===== config.mk =====
export PLATFORM = sky130hd
export DESIGN_NAME = manchester_rx_framer
export DESIGN_NICKNAME = d
export VERILOG_FILES = /design/src/rtl/manchester_pkg.sv /design/src/rtl/manchester_bit_recovery.sv /design/src/rtl/manchester_rx_framer.sv
export SDC_FILE = /design/constraint.sdc
export NUM_CORES = 1
export LEC_CHECK = 0
export CAP_MARGIN = 20
export CORE_ASPECT_RATIO = 1.25
export CORE_MARGIN = 1
export CORE_UTILIZATION = 56
export DETAILED_ROUTE_END_ITERATION = 8
export HOLD_SLACK_MARGIN = 0.12
export PLACE_DENSITY_LB_ADDON = 0.05
export SKIP_LAST_GASP = 1
export SLEW_MARGIN = 20
export SYNTH_ARGS = -nofsm -noshare
export SYNTH_HDL_FRONTEND = slang
export SYNTH_SLANG_ARGS = --single-unit
export TNS_END_PERCENT = 10

===== constraint.sdc =====
create_clock -name aclk -period 2.7 [get_ports aclk]
set_clock_uncertainty 0.2 [all_clocks]
set_input_delay 0.81 -clock aclk [delete_from_list [all_inputs] [get_ports aclk]]
set_output_delay 0.81 -clock aclk [all_outputs]
set_load 0.1 [all_outputs]

===== src/rtl/manchester_pkg.sv =====
// manchester_pkg
// Shared definitions for the Manchester receiver / framer:
//   rx_state_t      - framer state (HUNT: searching for sync word, DATA: packing payload)
//   window_start()  - first phase value at which a mid-bit edge is accepted (3*spb/4)
//   timeout_phase() - phase value that signals loss of signal (2*spb-1)
//   ctr_w()         - counter width able to index 0..n-1 (never narrower than 1 bit)
package manchester_pkg;

    typedef enum logic {
        HUNT = 1'b0,
        DATA = 1'b1
    } rx_state_t;

    function automatic int window_start(input int spb);
        return (3 * spb) / 4;
    endfunction

    function automatic int timeout_phase(input int spb);
        return 2 * spb - 1;
    endfunction

    function automatic int ctr_w(input int n);
        return (n < 2) ? 1 : $clog2(n);
    endfunction

endpackage


===== src/rtl/manchester_bit_recovery.sv =====
// manchester_bit_recovery
// Recovers Manchester bits from an asynchronous, oversampled line.
//   aclk, aresetn  - clock, synchronous active-low reset
//   manchester_in  - asynchronous line input
//   bit_valid      - one-cycle strobe: a mid-bit edge was accepted this cycle
//   bit_value      - recovered bit, valid with bit_valid (new level XOR INVERT)
//   timeout        - one-cycle strobe: no accepted edge for 2*SAMPLES_PER_BIT-1 cycles
// Optional macro MANCHESTER_RX_GLITCH_FILTER_EN inserts a 3-sample majority
// filter after the synchroniser (rejects 1-cycle pulses, adds 2 cycles latency).
module manchester_bit_recovery
    import manchester_pkg::*;
#(
    parameter int SAMPLES_PER_BIT = 8,
    parameter bit INVERT          = 1'b0
) (
    input  logic aclk,
    input  logic aresetn,
    input  logic manchester_in,
    output logic bit_valid,
    output logic bit_value,
    output logic timeout
);

    localparam int PHASE_W = ctr_w(2 * SAMPLES_PER_BIT);
    localparam logic [PHASE_W-1:0] WIN_START = PHASE_W'(window_start(SAMPLES_PER_BIT));
    localparam logic [PHASE_W-1:0] PHASE_MAX = PHASE_W'(timeout_phase(SAMPLES_PER_BIT));
    localparam logic [PHASE_W-1:0] PHASE_PRE = PHASE_W'(timeout_phase(SAMPLES_PER_BIT) - 1);

    logic               sync_q1;
    logic               sync_q2;
    logic               line_level;
    logic               prev_level;
    logic [PHASE_W-1:0] phase;
    logic               edge_seen;
    logic               window_open;
    logic               accept;

    always_ff @(posedge aclk) begin
        if (!aresetn) begin
            sync_q1 <= 1'b0;
            sync_q2 <= 1'b0;
        end else begin
            sync_q1 <= manchester_in;
            sync_q2 <= sync_q1;
        end
    end

`ifdef MANCHESTER_RX_GLITCH_FILTER_EN
    logic hist1;
    logic hist2;
    logic filt_q;

    // Majority of three consecutive samples; a lone 1-cycle pulse never wins.
    always_ff @(posedge aclk) begin
        if (!aresetn) begin
            hist1  <= 1'b0;
            hist2  <= 1'b0;
            filt_q <= 1'b0;
        end else begin
            hist1  <= sync_q2;
            hist2  <= hist1;
            filt_q <= (sync_q2 & hist1) | (sync_q2 & hist2) | (hist1 & hist2);
        end
    end

    assign line_level = filt_q;
`else
    assign line_level = sync_q2;
`endif

    // Before the first accepted edge (or after a timeout) there is no bit
    // timing yet, so any edge is taken as a mid-bit edge to acquire phase.
    assign window_open = !edge_seen || (phase >= WIN_START);
    assign accept      = (line_level ^ prev_level) && window_open;

    assign bit_valid = accept;
    assign bit_value = line_level ^ INVERT;
    // Strobes on the cycle the phase counter steps onto its saturation value.
    assign timeout   = !accept && (phase == PHASE_PRE);

    always_ff @(posedge aclk) begin
        if (!aresetn) begin
            prev_level <= 1'b0;
            phase      <= '0;
            edge_seen  <= 1'b0;
        end else begin
            prev_level <= line_level;
            if (accept) begin
                phase <= '0;
            end else if (phase != PHASE_MAX) begin
                phase <= phase + 1'b1;
            end
            if (accept) begin
                edge_seen <= 1'b1;
            end else if (timeout) begin
                edge_seen <= 1'b0;
            end
        end
    end

endmodule


===== src/rtl/manchester_rx_framer.sv =====
// manchester_rx_framer
// Manchester receiver with sync-word framing and an AXI-Stream master output.
//   aclk, aresetn  - clock, synchronous active-low reset
//   manchester_in  - asynchronous oversampled line
//   m_axis_tdata   - payload word (MSB received first)
//   m_axis_tvalid  - word valid
//   m_axis_tready  - downstream ready
//   m_axis_tlast   - last word of frame
//   m_axis_tuser   - first word of frame (SOF)
//   sync_locked    - high while the framer is in DATA (exposes FSM state)
//   rx_err         - one-cycle pulse on loss of signal during DATA
//   overflow       - sticky: a completed word was dropped; cleared by reset only
// Optional macro MANCHESTER_RX_GLITCH_FILTER_EN enables the line majority filter
// inside manchester_bit_recovery.
module manchester_rx_framer
    import manchester_pkg::*;
#(
    parameter int               DATA_W          = 8,
    parameter int               SAMPLES_PER_BIT = 8,
    parameter int               SYNC_W          = 8,
    parameter logic [SYNC_W-1:0] SYNC_WORD      = 8'hD5,
    parameter int               FRAME_WORDS     = 4,
    parameter bit               INVERT          = 1'b0
) (
    input  logic              aclk,
    input  logic              aresetn,
    input  logic              manchester_in,
    output logic [DATA_W-1:0] m_axis_tdata,
    output logic              m_axis_tvalid,
    input  logic              m_axis_tready,
    output logic              m_axis_tlast,
    output logic              m_axis_tuser,
    output logic              sync_locked,
    output logic              rx_err,
    output logic              overflow
);

    localparam int BIT_CNT_W  = ctr_w(DATA_W);
    localparam int WORD_CNT_W = ctr_w(FRAME_WORDS);
    localparam int SYNC_CNT_W = ctr_w(SYNC_W + 1);
    localparam logic [BIT_CNT_W-1:0]  LAST_BIT  = BIT_CNT_W'(DATA_W - 1);
    localparam logic [WORD_CNT_W-1:0] LAST_WORD = WORD_CNT_W'(FRAME_WORDS - 1);
    localparam logic [SYNC_CNT_W-1:0] SYNC_FULL = SYNC_CNT_W'(SYNC_W);

    logic bit_valid;
    logic bit_value;
    logic timeout;

    manchester_bit_recovery #(
        .SAMPLES_PER_BIT (SAMPLES_PER_BIT),
        .INVERT          (INVERT)
    ) u_bit_recovery (
        .aclk          (aclk),
        .aresetn       (aresetn),
        .manchester_in (manchester_in),
        .bit_valid     (bit_valid),
        .bit_value     (bit_value),
        .timeout       (timeout)
    );

    rx_state_t              state;
    logic [SYNC_W-1:0]      sync_sr;
    logic [SYNC_CNT_W-1:0]  sync_cnt;
    logic [DATA_W-1:0]      data_sr;
    logic [BIT_CNT_W-1:0]   bit_cnt;
    logic [WORD_CNT_W-1:0]  word_cnt;

    logic [SYNC_W:0]        sync_ext;
    logic [SYNC_W-1:0]      sync_next;
    logic [SYNC_CNT_W-1:0]  sync_cnt_next;
    logic                   sync_hit;
    logic [DATA_W:0]        data_ext;
    logic [DATA_W-1:0]      word_next;
    logic                   word_done;
    logic                   word_last;

    assign sync_ext      = {sync_sr, bit_value};
    assign sync_next     = sync_ext[SYNC_W-1:0];
    assign sync_cnt_next = (sync_cnt == SYNC_FULL) ? sync_cnt : sync_cnt + 1'b1;
    // The bit-count guard stops a match against zeros left over from a clear.
    assign sync_hit      = (sync_next == SYNC_WORD) && (sync_cnt_next == SYNC_FULL);
    assign data_ext      = {data_sr, bit_value};
    assign word_next     = data_ext[DATA_W-1:0];
    assign word_done     = bit_valid && (state == DATA) && (bit_cnt == LAST_BIT);
    assign word_last     = (word_cnt == LAST_WORD);

    assign sync_locked = (state == DATA);

    always_ff @(posedge aclk) begin
        if (!aresetn) begin
            state    <= HUNT;
            sync_sr  <= '0;
            sync_cnt <= '0;
            data_sr  <= '0;
            bit_cnt  <= '0;
            word_cnt <= '0;
            rx_err   <= 1'b0;
        end else begin
            rx_err <= 1'b0;
            if (timeout) begin
                // Loss of signal: drop any partial word and start hunting afresh.
                rx_err   <= (state == DATA);
                state    <= HUNT;
                sync_sr  <= '0;
                sync_cnt <= '0;
                data_sr  <= '0;
                bit_cnt  <= '0;
                word_cnt <= '0;
            end else if (bit_valid) begin
                case (state)
                    HUNT: begin
                        sync_sr  <= sync_next;
                        sync_cnt <= sync_cnt_next;
                        if (sync_hit) begin
                            state    <= DATA;
                            bit_cnt  <= '0;
                            word_cnt <= '0;
                        end
                    end
                    DATA: begin
                        if (bit_cnt == LAST_BIT) begin
                            bit_cnt <= '0;
                            data_sr <= '0;
                            if (word_last) begin
                                state    <= HUNT;
                                sync_sr  <= '0;
                                sync_cnt <= '0;
                                word_cnt <= '0;
                            end else begin
                                word_cnt <= word_cnt + 1'b1;
                            end
                        end else begin
                            bit_cnt <= bit_cnt + 1'b1;
                            data_sr <= word_next;
                        end
                    end
                    default: state <= HUNT;
                endcase
            end
        end
    end

    // Handshake: a beat transfers on a rising aclk edge where tvalid && tready.
    // Once tvalid is high, tdata/tlast/tuser hold until that transfer; a word
    // completing while the held beat is stalled is dropped and flagged in
    // overflow. A word completing in the transfer cycle replaces the beat.
    always_ff @(posedge aclk) begin
        if (!aresetn) begin
            m_axis_tdata  <= '0;
            m_axis_tvalid <= 1'b0;
            m_axis_tlast  <= 1'b0;
            m_axis_tuser  <= 1'b0;
            overflow      <= 1'b0;
        end else if (word_done) begin
            if (!m_axis_tvalid || m_axis_tready) begin
                m_axis_tvalid <= 1'b1;
                m_axis_tdata  <= word_next;
                m_axis_tuser  <= (word_cnt == '0);
                m_axis_tlast  <= word_last;
            end else begin
                overflow <= 1'b1;
            end
        end else if (m_axis_tvalid && m_axis_tready) begin
            m_axis_tvalid <= 1'b0;
        end
    end

endmodule


-- After elaboration in Yosys (flattened, before gate mapping)
Index checks and enable logic that the tools add are counted.
- register bits: 45
- latch bits: 0
- memory bits (writable): 0
- bits in read-only memories: 0
- bits of input ports: 4
- output and inout port bits: 14
- word-level logic and storage cells: 85
- memories: 0
- $add $sub $neg: 4
- multipliers: 0
- divide/modulo/power cells: 0
- $lt $le $gt $ge: 1
- eq/ne operators: 11
- shift operators: 0
- multiplexer cells: 24
- bitwise operators: 4
- reductions and logical operators: 24
- operators by type and width (operator ; number):
    7-bit two-way mux ; 3
    7-bit case mux with 2 select lines ; 1
    4-bit == test, second input constant ; 3
    4-bit two-way mux ; 3
    2-bit AND reduction ; 6
    4-bit by 1-bit adder with 4-bit output, second input constant ; 2
    8-bit == test, second input constant ; 1
    1-bit two-way mux ; 8
    4-bit case mux with 2 select lines ; 1
    1-bit logical AND ; 6
    2-bit two-way mux ; 3
    3-bit two-way mux ; 2
    2-bit by 1-bit inequality test with 1-bit output, second input constant ; 3
    3-bit case mux with 2 select lines ; 1
    3-bit AND reduction ; 2
    4-bit by 3-bit greater-or-equal comparator with 1-bit output, second input constant ; 1
    4-bit inequality test, second input constant ; 1
    2-bit case mux with 2 select lines ; 1
    2-bit nonzero test ; 2
    2-bit OR reduction ; 2
    3-bit by 1-bit adder with 3-bit output, second input constant ; 1
    3-bit == test, second input constant ; 1
    1-bit logical NOT ; 3
    1-bit inverter ; 3
    7 further kinds ; 8

-- Depth between registers and ports, before layout
Gate-level depths: netlist (run 1).
- depth after elaboration: 7
- mapped depth: 7

-- Cells and area by module
Synthesis (run 1) repeated with hierarchy kept, for this count alone.
- cell total of the unflattened synthesis: 208
- area, all modules: 1960.6 µm²
- by module, submodules not included (module ; times used ; cells an instance ; area each (µm²) ; sequential area each (µm²)):
    manchester_rx_framer ; 1 ; 172 ; 1615.3 ; 740.7
    manchester_bit_recovery ; 1 ; 36 ; 345.3 ; 160.2

-- Worst setup path after synthesis (run 1)
Ideal clock, no wire load.
- path type: reg-to-reg
- start: register state (netlist: sync_locked)
- end: register word_cnt[0]
- setup time: 69 ps
- arrival: 1997 ps
- data required time: 2431 ps
- setup slack: 435 ps
- cell stages (with the launch flop): 5
- clock period less this slack: 2265 ps
- path through: dfxtp_1 and2_1 o211ai_4 or4b_1 o21ai_1
- cells in the longest elaborated chain, start to end: 3
- elaborated cells between the ends (all ways): 5
- those cells by class: eq/ne (2); mux (1); bitwise (1); reduce/logical (1)
- ends and longest elaborated chain (element ; line ; text):
    start: declaration ; manchester_rx_framer.sv:61 ; rx_state_t state;
    start signal: assignment ; manchester_rx_framer.sv:91 ; state <= HUNT;
    start signal: assignment ; manchester_rx_framer.sv:103 ; state <= HUNT;
    start signal: assignment ; manchester_rx_framer.sv:115 ; state <= DATA;
    1-bit inverter ; - ;
    2-bit inequality test (no line) ; - ;
    3-bit AND reduction (no line) ; - ;
    end signal: assignment ; manchester_rx_framer.sv:130 ; word_cnt <= word_cnt + 1'b1;
    end: declaration ; manchester_rx_framer.sv:66 ; logic [WORD_CNT_W-1:0] word_cnt;
Parallel ways exist; a longest one is shown, timed or not.
A chain may end at the register's enable or synchronous reset.

-- Final worst setup path (run 1)
- start: register sync_cnt[0]
- end: register bit_cnt[2]
- cells in the longest elaborated chain, start to end: 6
- elaborated cells between the ends (all ways): 7
- those cells by class: add/sub (1); eq/ne (3); mux (1); reduce/logical (2)
- ends and longest elaborated chain (element ; line ; text):
    start: declaration ; manchester_rx_framer.sv:63 ; logic [SYNC_CNT_W-1:0] sync_cnt;
    start signal: assignment ; manchester_rx_framer.sv:113 ; sync_cnt <= sync_cnt_next;
    4-bit by 1-bit adder with 4-bit output or 4-bit == test (tied branches) ; manchester_rx_framer.sv:79 ; assign sync_cnt_next = (sync_cnt == SYNC_FULL) ? sync_cnt : sync_cnt + 1'b1;
    4-bit two-way mux * ; manchester_rx_framer.sv:79 ;
    4-bit == test * ; manchester_rx_framer.sv:81 ; assign sync_hit = (sync_next == SYNC_WORD) && (sync_cnt_next == SYNC_FULL);
    1-bit logical AND * ; manchester_rx_framer.sv:81 ;
    2-bit inequality test (no line) * ; - ;
    2-bit AND reduction (no line) * ; - ;
    end signal: assignment ; manchester_rx_framer.sv:133 ; bit_cnt <= bit_cnt + 1'b1;
    end: declaration ; manchester_rx_framer.sv:65 ; logic [BIT_CNT_W-1:0] bit_cnt;
Every way passes the cells marked *; elsewhere a longest branch is shown, timed or not.

==> results.json, run 1 <==
{
  "status": "completed",
  "via_count": 1588,
  "async_flop_share": 0,
  "maxSlewHeadroom": 0.639,
  "setup_violations": 0,
  "syn_to_final_growth_pct": 14.0,
  "multiInputGateArea_mm2": 0.00106,
  "crit_path_start_kind": "flop",
  "cts_made_buffers": 5,
  "path_max_fanout": 9,
  "dieArea_mm2": 0.00389,
  "drt-initial-drc-count": 57,
  "reg2reg_slack_ps": 440,
  "fin_cells": 272,
  "ys_seq_area_frac": 0.442,
  "synthTopCellsByArea": "dfxtp_1 44%, mux2i_1 5.4%, ha_1 4.9%",
  "yosysTopAreaCell": "dfxtp_1",
  "detailed_place_hpwl_um": 2950,
  "ir_drop_mv": 0.444,
  "antenna_found_initial": 0,
  "die-height_um": 69.5,
  "ys.warnings.count": 0,
  "finalWorstSetupSlack_ps": 438,
  "period_share": 0.838,
  "final_cell_mix": "45 x dfxtp_1, 19 x buf_4, 18 x nor2_1",
  "slew_violations": 0,
  "regArea_um2": 901,
  "synth_fp_nets": 224,
  "first_pass_iters": 4,
  "hold_viol": 0,
  "post_cts_resize_count": 0,
  "drive_gt1_frac": 0.137,
  "grt_start_max_net_pins": 22,
  "p_per_area_mw_per_mm2": 538,
  "avgSynthCellArea_um2": 9.62,
  "clock_latency_ps": 290,
  "gp_congestion": 0.766,
  "cts_setup_buffers": 0,
  "hold_ws_ps": 245,
  "cts-root-buf": "clkbuf_8",
  "nFillCells": 300,
  "portBuffers": 17,
  "grt_pass1_wl_um": 7060,
  "synth-edff-count": 0,
  "ys.flop_type": "dfxtp_1",
  "clock-sinks": 45,
  "final.setup.tns_ps": 0,
  "clkTransAtPathRegs_ps": 80,
  "routed_wirelength_um": 3950,
  "min_path_type": "reg2reg",
  "final_antenna_net_count": 0,
  "grt_pass1_vias": 1521,
  "fin_util": 0.667,
  "clock_path_buffers": 2,
  "vias_per_cell": 5.84,
  "path_class": "reg2reg",
  "drv_cap": 0,
  "synth_area_mm2": 0.00204,
  "critPathArrivalTime_ps": 2230,
  "synthCells": 212,
  "leakage_uw": 0.000836,
  "drc": 0,
  "cts_tree": "yes",
  "synthDistinctLibCells": 41,
  "final_common_cell": "dfxtp_1",
  "final_nets": 244,
  "fin_crit_ps": 2260,
  "timing.fmax_mhz": 442,
  "end_kind": "flop",
  "dp.cells": 264,
  "ys_ff_latch": 45,
  "pre_cts_slack_ps": 306,
  "critPathRequiredTime_ps": 2670,
  "rows": 24,
  "initial_core_util": 0.585,
  "die_x_um": 56.0,
  "grt_use_total": 0.229,
  "h-tree-depth": 2,
  "wl_per_cell_um": 14.5,
  "worst_pin_slew_ps": 539,
  "coreArea_mm2": 0.00348,
  "diodes": 0,
  "rsz0062_at_grt": "no",
  "grt-ovfl-total": 0,
  "synth.top_cell.area_share": 0.442,
  "holdBufCountCts": 0,
  "boundaryPins": 18
}
per-stage QoR:
| step | area, um2 | total power (uW) |
|---|---|---|
| 2_1_floorplan | 2040 | 749 |
| 4_1_cts | 2320 | 1260 |
| 3_5_place_dp | 2210 | 769 |
| 3_3_place_gp | 2210 | 765 |
| 6_report | 2320 | 1250 |
| 5_1_grt | 2320 | 1290 |
critical path: stages (launching register included):
cell and delay, ps:
dfxtp_1 490, inv_1 80, ha_1 300, and4bb_1 260, nand4b_1 250, o311ai_0 440
a21oi_1 120
layer usage:
| layer | vias up | wire length (um) | GRT usage |
|---|---|---|---|
| met5 | - | 0 | 0 |
| met3 | 4 | 95 | 0.0522 |
| met1 | 767 | 1620 | 0.252 |
| li1 | 793 | - | - |
| met4 | 0 | 55 | 0.0786 |
| met2 | 24 | 2180 | 0.425 |
cells by family after synthesis:
family	share of synthesized area
DFF	0.442
buffers and inverters	0.0399
and+or+nand+nor	0.207
AOI/OAI and AO/OA	0.187
muxes	0.0540
adders and majority gates	0.0491
xor gates and xnor gates	0.0221
flip-flops by register name, summed over array words and instances (netlist names), 2 cells and up:
register              flops
sync_cnt                  4
sync_sr                   7
u_bit_recovery.phase      4
word_cnt                  2
data_sr                   7
m_axis_tdata              8
bit_cnt                   3
synth_stat cells, types with 2 or more instances:
library cell  count
dfxtp_1          45
nor2_1           18
nand2_1          14
nand3_1          12
mux2i_1          11
nor2b_1          11
a21oi_1          10
a22oi_1          10
inv_1             9
ha_1              8
o21ai_1           7
and2_1            6
o21a_1            5
a31oi_1           4
clkbuf_1          4
nand2b_1          4
buf_4             3
a211oi_1          2
a211oi_2          2
and3b_1           2
buf_2             2
nor3_1            2
o311ai_0          2
xnor2_1           2
final cells by class:
type | count | share of cell area
Clock buffer | 6 | 0.0312
Sequential cell | 45 | 0.388
Clock inverter | 2 | 0.0167
Multi-Input combinational cell | 149 | 0.455
Timing Repair Buffer | 22 | 0.0743
Tap cell | 39 | 0.0210
Inverter | 9 | 0.0145
path summary, 6_finish.rpt:
check                                            start  depth (start not counted)                        to
worst max-delay path                       sync_cnt[0]                          6                bit_cnt[2]
worst min register to register  u_bit_recovery.sync_q1                          1  u_bit_recovery.bit_value
worst max register to register             sync_cnt[0]                          6                bit_cnt[2]
worst min-delay path            u_bit_recovery.sync_q1                          1  u_bit_recovery.bit_value
power by group:
group	internal [uW]	switching (uW)
combinational	28.3	39.5
clock	278	219
sequential	672	13.6
total	977	272
Power figures use the tool's default switching activity.
==> inputs of run 2 (changes only) <==
==> constraint.sdc (replaced) <==
create_clock -name aclk -period 2.2 [get_ports aclk]
set_clock_uncertainty 0.2 [all_clocks]
set_input_delay 0.66 -clock aclk [delete_from_list [all_inputs] [get_ports aclk]]
set_output_delay 0.66 -clock aclk [all_outputs]
set_load 0.1 [all_outputs]
==> run 2 against run 1 <==
Compared with the run above:
- via count rose by 0.94%
- clock power barely moved
- critical path depth did not move
- design area is 7.8% higher
- global-route usage grew 0.75 points
- sequential power rose by 22%
- first-iteration DRC count rose by 1.8%
- highest routed layer unchanged
==> results.json, run 2 (same netlist as run 1, synthesis figures left out) <==
{
  "status": "completed",
  "final_antenna_net_count": 0,
  "gp_congestion": 0.763,
  "ir_drop_mv": 0.543,
  "slew_violations": 0,
  "critPathArrivalTime_ps": 2110,
  "clock_path_buffers": 2,
  "drc": 0,
  "timing.fmax_mhz": 465,
  "vias_per_cell": 5.83,
  "detailed_place_hpwl_um": 3310,
  "top_layer_used": "met4",
  "clock_latency_ps": 280,
  "drt-initial-drc-count": 58,
  "largest_reg_flops": 8,
  "setup_violations": 0,
  "die_x_um": 56.0,
  "min_from": "u_bit_recovery.sync_q1",
  "holdBufCountCts": 0,
  "hold_ws_ps": 249,
  "finalWorstSetupSlack_ps": 50.9,
  "crit_path_start_kind": "flop",
  "grt_pass1_vias": 1651,
  "h-tree-depth": 2,
  "dieArea_mm2": 0.00389,
  "via_count": 1603,
  "placed_cell_area_mm2": 0.00242,
  "coreArea_mm2": 0.00348,
  "boundaryPins": 18,
  "min_path_type": "reg2reg",
  "initial_core_util": 0.585,
  "maxSlewHeadroom": 0.661,
  "final_nets": 248,
  "rows": 24,
  "top_regs": "m_axis_tdata (8), data_sr (7), sync_sr (7)",
  "grt_use_total": 0.237,
  "clkTransAtPathRegs_ps": 70,
  "portBuffers": 17,
  "antenna_found_initial": 0,
  "critPathRequiredTime_ps": 2160,
  "cts_made_buffers": 5,
  "fin_util": 0.719,
  "startpoint": "sync_cnt[1]",
  "p_per_area_mw_per_mm2": 569,
  "drv_cap": 0,
  "leakage_uw": 0.000883,
  "clock-sinks": 45,
  "end_kind": "flop",
  "pre_cts_slack_ps": -25.5,
  "m1WireLength_um": 1620,
  "r2r-start": "sync_cnt[1]",
  "drive_gt1_frac": 0.153,
  "period_share": 0.977,
  "path_max_fanout": 6,
  "route.met2.wl_um": 2450,
  "fin_crit_ps": 2150,
  "cts_tree": "yes",
  "final_cell_mix": "44 x dfxtp_1, 18 x nor2_1, 14 x nand2_1, 14 x buf_12, 12 x nand3_1",
  "final.setup.tns_ps": 0,
  "routed_wirelength_um": 4240,
  "diodes": 0,
  "grt_pass1_wl_um": 7290,
  "cts-root-buf": "clkbuf_8",
  "path_class": "reg2reg",
  "grt-ovfl-total": 0,
  "hold_viol": 0,
  "grt_start_max_net_pins": 16,
  "wl_per_cell_um": 15.4,
  "wl_met3_um": 100,
  "first_pass_iters": 4,
  "rsz0062_at_grt": "yes",
  "die-height_um": 69.5,
  "worst_pin_slew_ps": 506,
  "syn_to_final_growth_pct": 22.9,
  "cts_setup_buffers": 0,
  "final_common_cell": "dfxtp_1",
  "largest-register": "m_axis_tdata",
  "fin_area_mm2": 0.00251
}
[run 2: metrics by stage]
step	std cells	power [uW]
after detailed placement	268	949
after floorplan	212	919
final	275	1420
after CTS	275	1430
after global routing	275	1490
after global placement	268	942
[run 2: critical path, stage by stage (launching register included)]
cell and delay, ps:
dfxtp_1 430, inv_1 70, ha_1 290, and4bb_1 270, nand4b_1 270, nor4b_4 350, o22ai_1 140
[run 2: area by class of cell]
class,count,area [um2]
timing repair buffer,26,378
clock buffer,7,86.3
multi-input combinational,149,1060
inverter,9,33.8
tap,39,48.8
fill,272,977
sequential,45,902
[run 2: report_power, final]
part           internal, uW  switching (uW)  leakage (uW)  total (uW)
clock network           249             245     0.0000443         495
registers               824            11.2      0.000364         836
logic                  38.8            55.9      0.000475        94.7
total                  1110             313      0.000883        1420
[run 2: what timing repair did]
action / CTS / global route
resized for setup: 0 / 2
endpoints found under the hold margin: 0 / 0
endpoints found under the setup margin: 0 / 19
[run 2: routing by layer]
metal / vias up / track usage
li1: 802 / -
met1: 766 / 0.250
met2: 29 / 0.448
met3: 6 / 0.0429
met4: 0 / 0.100
met5: - / 0
[run 2: final timing paths]
path | to | slack (ps) | cells after the start
max | word_cnt[1] | 50 | 6
min | u_bit_recovery.bit_value | 250 | 1
min reg2reg | u_bit_recovery.bit_value | 250 | 1
max reg2reg | word_cnt[1] | 50 | 6
==> inputs of run 3 (changes only) <==
--- a/config.mk
+++ b/config.mk
@@ -8,8 +8,10 @@
 export CAP_MARGIN = 20
 export CORE_ASPECT_RATIO = 1.25
 export CORE_MARGIN = 1
-export CORE_UTILIZATION = 56
+export CORE_UTILIZATION = 59
+export CTS_BUF_LIST = sky130_fd_sc_hd__clkbuf_4 sky130_fd_sc_hd__clkbuf_8
 export DETAILED_ROUTE_END_ITERATION = 8
+export GPL_TIMING_DRIVEN = 0
 export HOLD_SLACK_MARGIN = 0.12
 export PLACE_DENSITY_LB_ADDON = 0.05
 export SKIP_LAST_GASP = 1
==> run 3 against run 2 <==
Compared with the run above:
- the flow now finishes with violations (negative setup slack)
- sequential power barely moved
- wire length fell by 6.9%
- die area fell by 4.9%
- global-route usage rose by 1.5 points
- first-iteration DRC count fell by 40%
- non-clock buffer count rose by 1
- critical path depth fell by 5
- design area fell by 5.4%
- combinational power fell by 7.8%
- critical path type is now reg2out
- critical endpoint is now m_axis_tlast
==> results.json, run 3 (same netlist as run 1, synthesis figures left out) <==
{
  "rsz0062_at_grt": "yes",
  "antenna_found_initial": 0,
  "clock_path_buffers": 2,
  "critPathRequiredTime_ps": 1340,
  "routed_wirelength_um": 3950,
  "status": "complete, but fails checks",
  "final_cell_mix": "43 x dfxtp_1, 18 x nor2_1, 14 x nand2_1",
  "critPathArrivalTime_ps": 1490,
  "grt_pass1_wl_um": 6690,
  "path_max_fanout": 2,
  "p_seq_frac": 0.533,
  "timing.fmax_mhz": 426,
  "clkTransAtPathRegs_ps": 80,
  "cts_made_buffers": 5,
  "slowest_delay_ps": 860,
  "end_kind": "output pin",
  "boundaryPins": 18,
  "portBuffers": 17,
  "rows": 23,
  "grt_start_max_net_pins": 14,
  "top_regs": "m_axis_tdata (8), data_sr (7), sync_sr (7)",
  "detailed_place_hpwl_um": 2910,
  "drv_cap": 0,
  "min_path_type": "reg2reg",
  "power_frac_comb": 0.056,
  "path_class": "reg2out",
  "ir_drop_mv": 0.551,
  "fin_crit_ps": 2350,
  "largest_reg_flops": 8,
  "slowest_stage": "dlygate4sd2_1",
  "gp_congestion": 0.737,
  "diodes": 0,
  "period_share": 1.07,
  "drc": 0,
  "crit_chain": "dlygate4sd2_1",
  "switching_share": 0.209,
  "drt-initial-drc-count": 35,
  "hold_ws_ps": 254,
  "first_pass_iters": 4,
  "coreArea_mm2": 0.00325,
  "clock_latency_ps": 290,
  "die-height_um": 67.7,
  "initial_core_util": 0.627,
  "final.setup.tns_ps": -1640,
  "vias_per_cell": 5.88,
  "final_common_cell": "dfxtp_1",
  "p_per_area_mw_per_mm2": 663,
  "grt-ovfl-total": 0,
  "grt_use_total": 0.251,
  "maxSlewHeadroom": 0.360,
  "final_antenna_net_count": 0,
  "p_int_uw": 1240,
  "worst_pin_slew_ps": 964,
  "cts-root-buf": "clkbuf_8",
  "leakage_uw": 0.000882,
  "setup_violations": 12,
  "crit_family": "buffers and inverters",
  "finalWorstSetupSlack_ps": -149,
  "fin_util": 0.729,
  "path_buf_inv": 1,
  "die_x_um": 54.6,
  "dieArea_mm2": 0.00370,
  "grt_pass1_vias": 1531,
  "syn_to_final_growth_pct": 16.2,
  "drive_gt1_frac": 0.105,
  "clock-sinks": 45,
  "final_nets": 249,
  "via_count": 1617,
  "crit_path_start_kind": "flop",
  "h-tree-depth": 2,
  "violations": "negative setup slack",
  "cts_tree": "yes",
  "switching_power_uw": 329,
  "pwr-share-clk": 0.411,
  "largest-register": "m_axis_tdata",
  "slew_violations": 0,
  "hold_viol": 0,
  "wl_per_cell_um": 14.4
}
-- run 3: cell types whose count changed in the layout (fill, tap and decap cells not counted), moves of 2 or more --
cell	delta
dlygate4sd2_1	+11
buf_2	+2
clkbuf_1	+2
clkbuf_2	+2
buf_4	-5
buf_12	-14
-- run 3: power by group through the flow --
| stage | Clock [uW] | Sequential, uW | Combinational [uW] |
|---|---|---|---|
| 2_1_floorplan | 0 | 853 | 65.5 |
| 3_3_place_gp | 0 | 855 | 82.9 |
| 3_5_place_dp | 0 | 856 | 86.6 |
| 4_1_cts | 663 | 837 | 87.2 |
| 5_1_grt | 687 | 840 | 97.6 |
| 6_report | 646 | 838 | 87.3 |
-- run 3: metal layers --
layer | wire [um] | track usage
met1 | 1650 | 0.284
met2 | 2120 | 0.440
met3 | 102 | 0.0541
met4 | 74 | 0.103
met5 | 0 | 0
-- run 3: worst register-to-register path, cell delays in order, from the launching register on --
cell and delay, ps:
dfxtp_1 440, inv_1 70, ha_1 290, and4bb_1 270, nand4b_1 90, buf_4 170
nor4b_4 300, o22ai_1 150
-- run 3: path summary, 6_finish.rpt --
check,to,start,depth (start not counted),slack (ps)
min,u_bit_recovery.bit_value,u_bit_recovery.sync_q1,1,250
min reg2reg,u_bit_recovery.bit_value,u_bit_recovery.sync_q1,1,250
max,m_axis_tlast,m_axis_tlast,1,-150
max reg2reg,word_cnt[1],sync_cnt[1],7,100
-- run 3: cell type report --
cell class / instances / area (um2)
Buffer: 9 / 48.8
Clock buffer: 7 / 90.1
Clock inverter: 1 / 30.0
Fill cell: 266 / 882
Inverter: 9 / 33.8
Multi-Input combinational cell: 149 / 1060
Sequential cell: 45 / 903
Tap cell: 37 / 46.3
Timing Repair Buffer: 18 / 160
-- run 3: per-stage QoR --
step / area, um2 / setup slack (ps) / instances / power, uW
after global placement: 2260 / -193 / 266 / 938
after global routing: 2370 / -195 / 275 / 1620
after floorplan: 2040 / 228 / 212 / 919
final: 2370 / -149 / 275 / 1570
after detailed placement: 2260 / -210 / 266 / 943
after CTS: 2360 / -172 / 274 / 1590
-- run 3: repair_timing --
| action | 4_1_cts | 5_1_grt |
|---|---|---|
| cloned | 0 | 0 |
| endpoints found under the setup margin | 19 | 30 |
| gates resized for setup | 16 | 8 |
| buffers inserted | 0 | 1 |
| hold buffers | 0 | 0 |
| pin swaps | 0 | 1 |
| hold endpoints to repair | 0 | 0 |
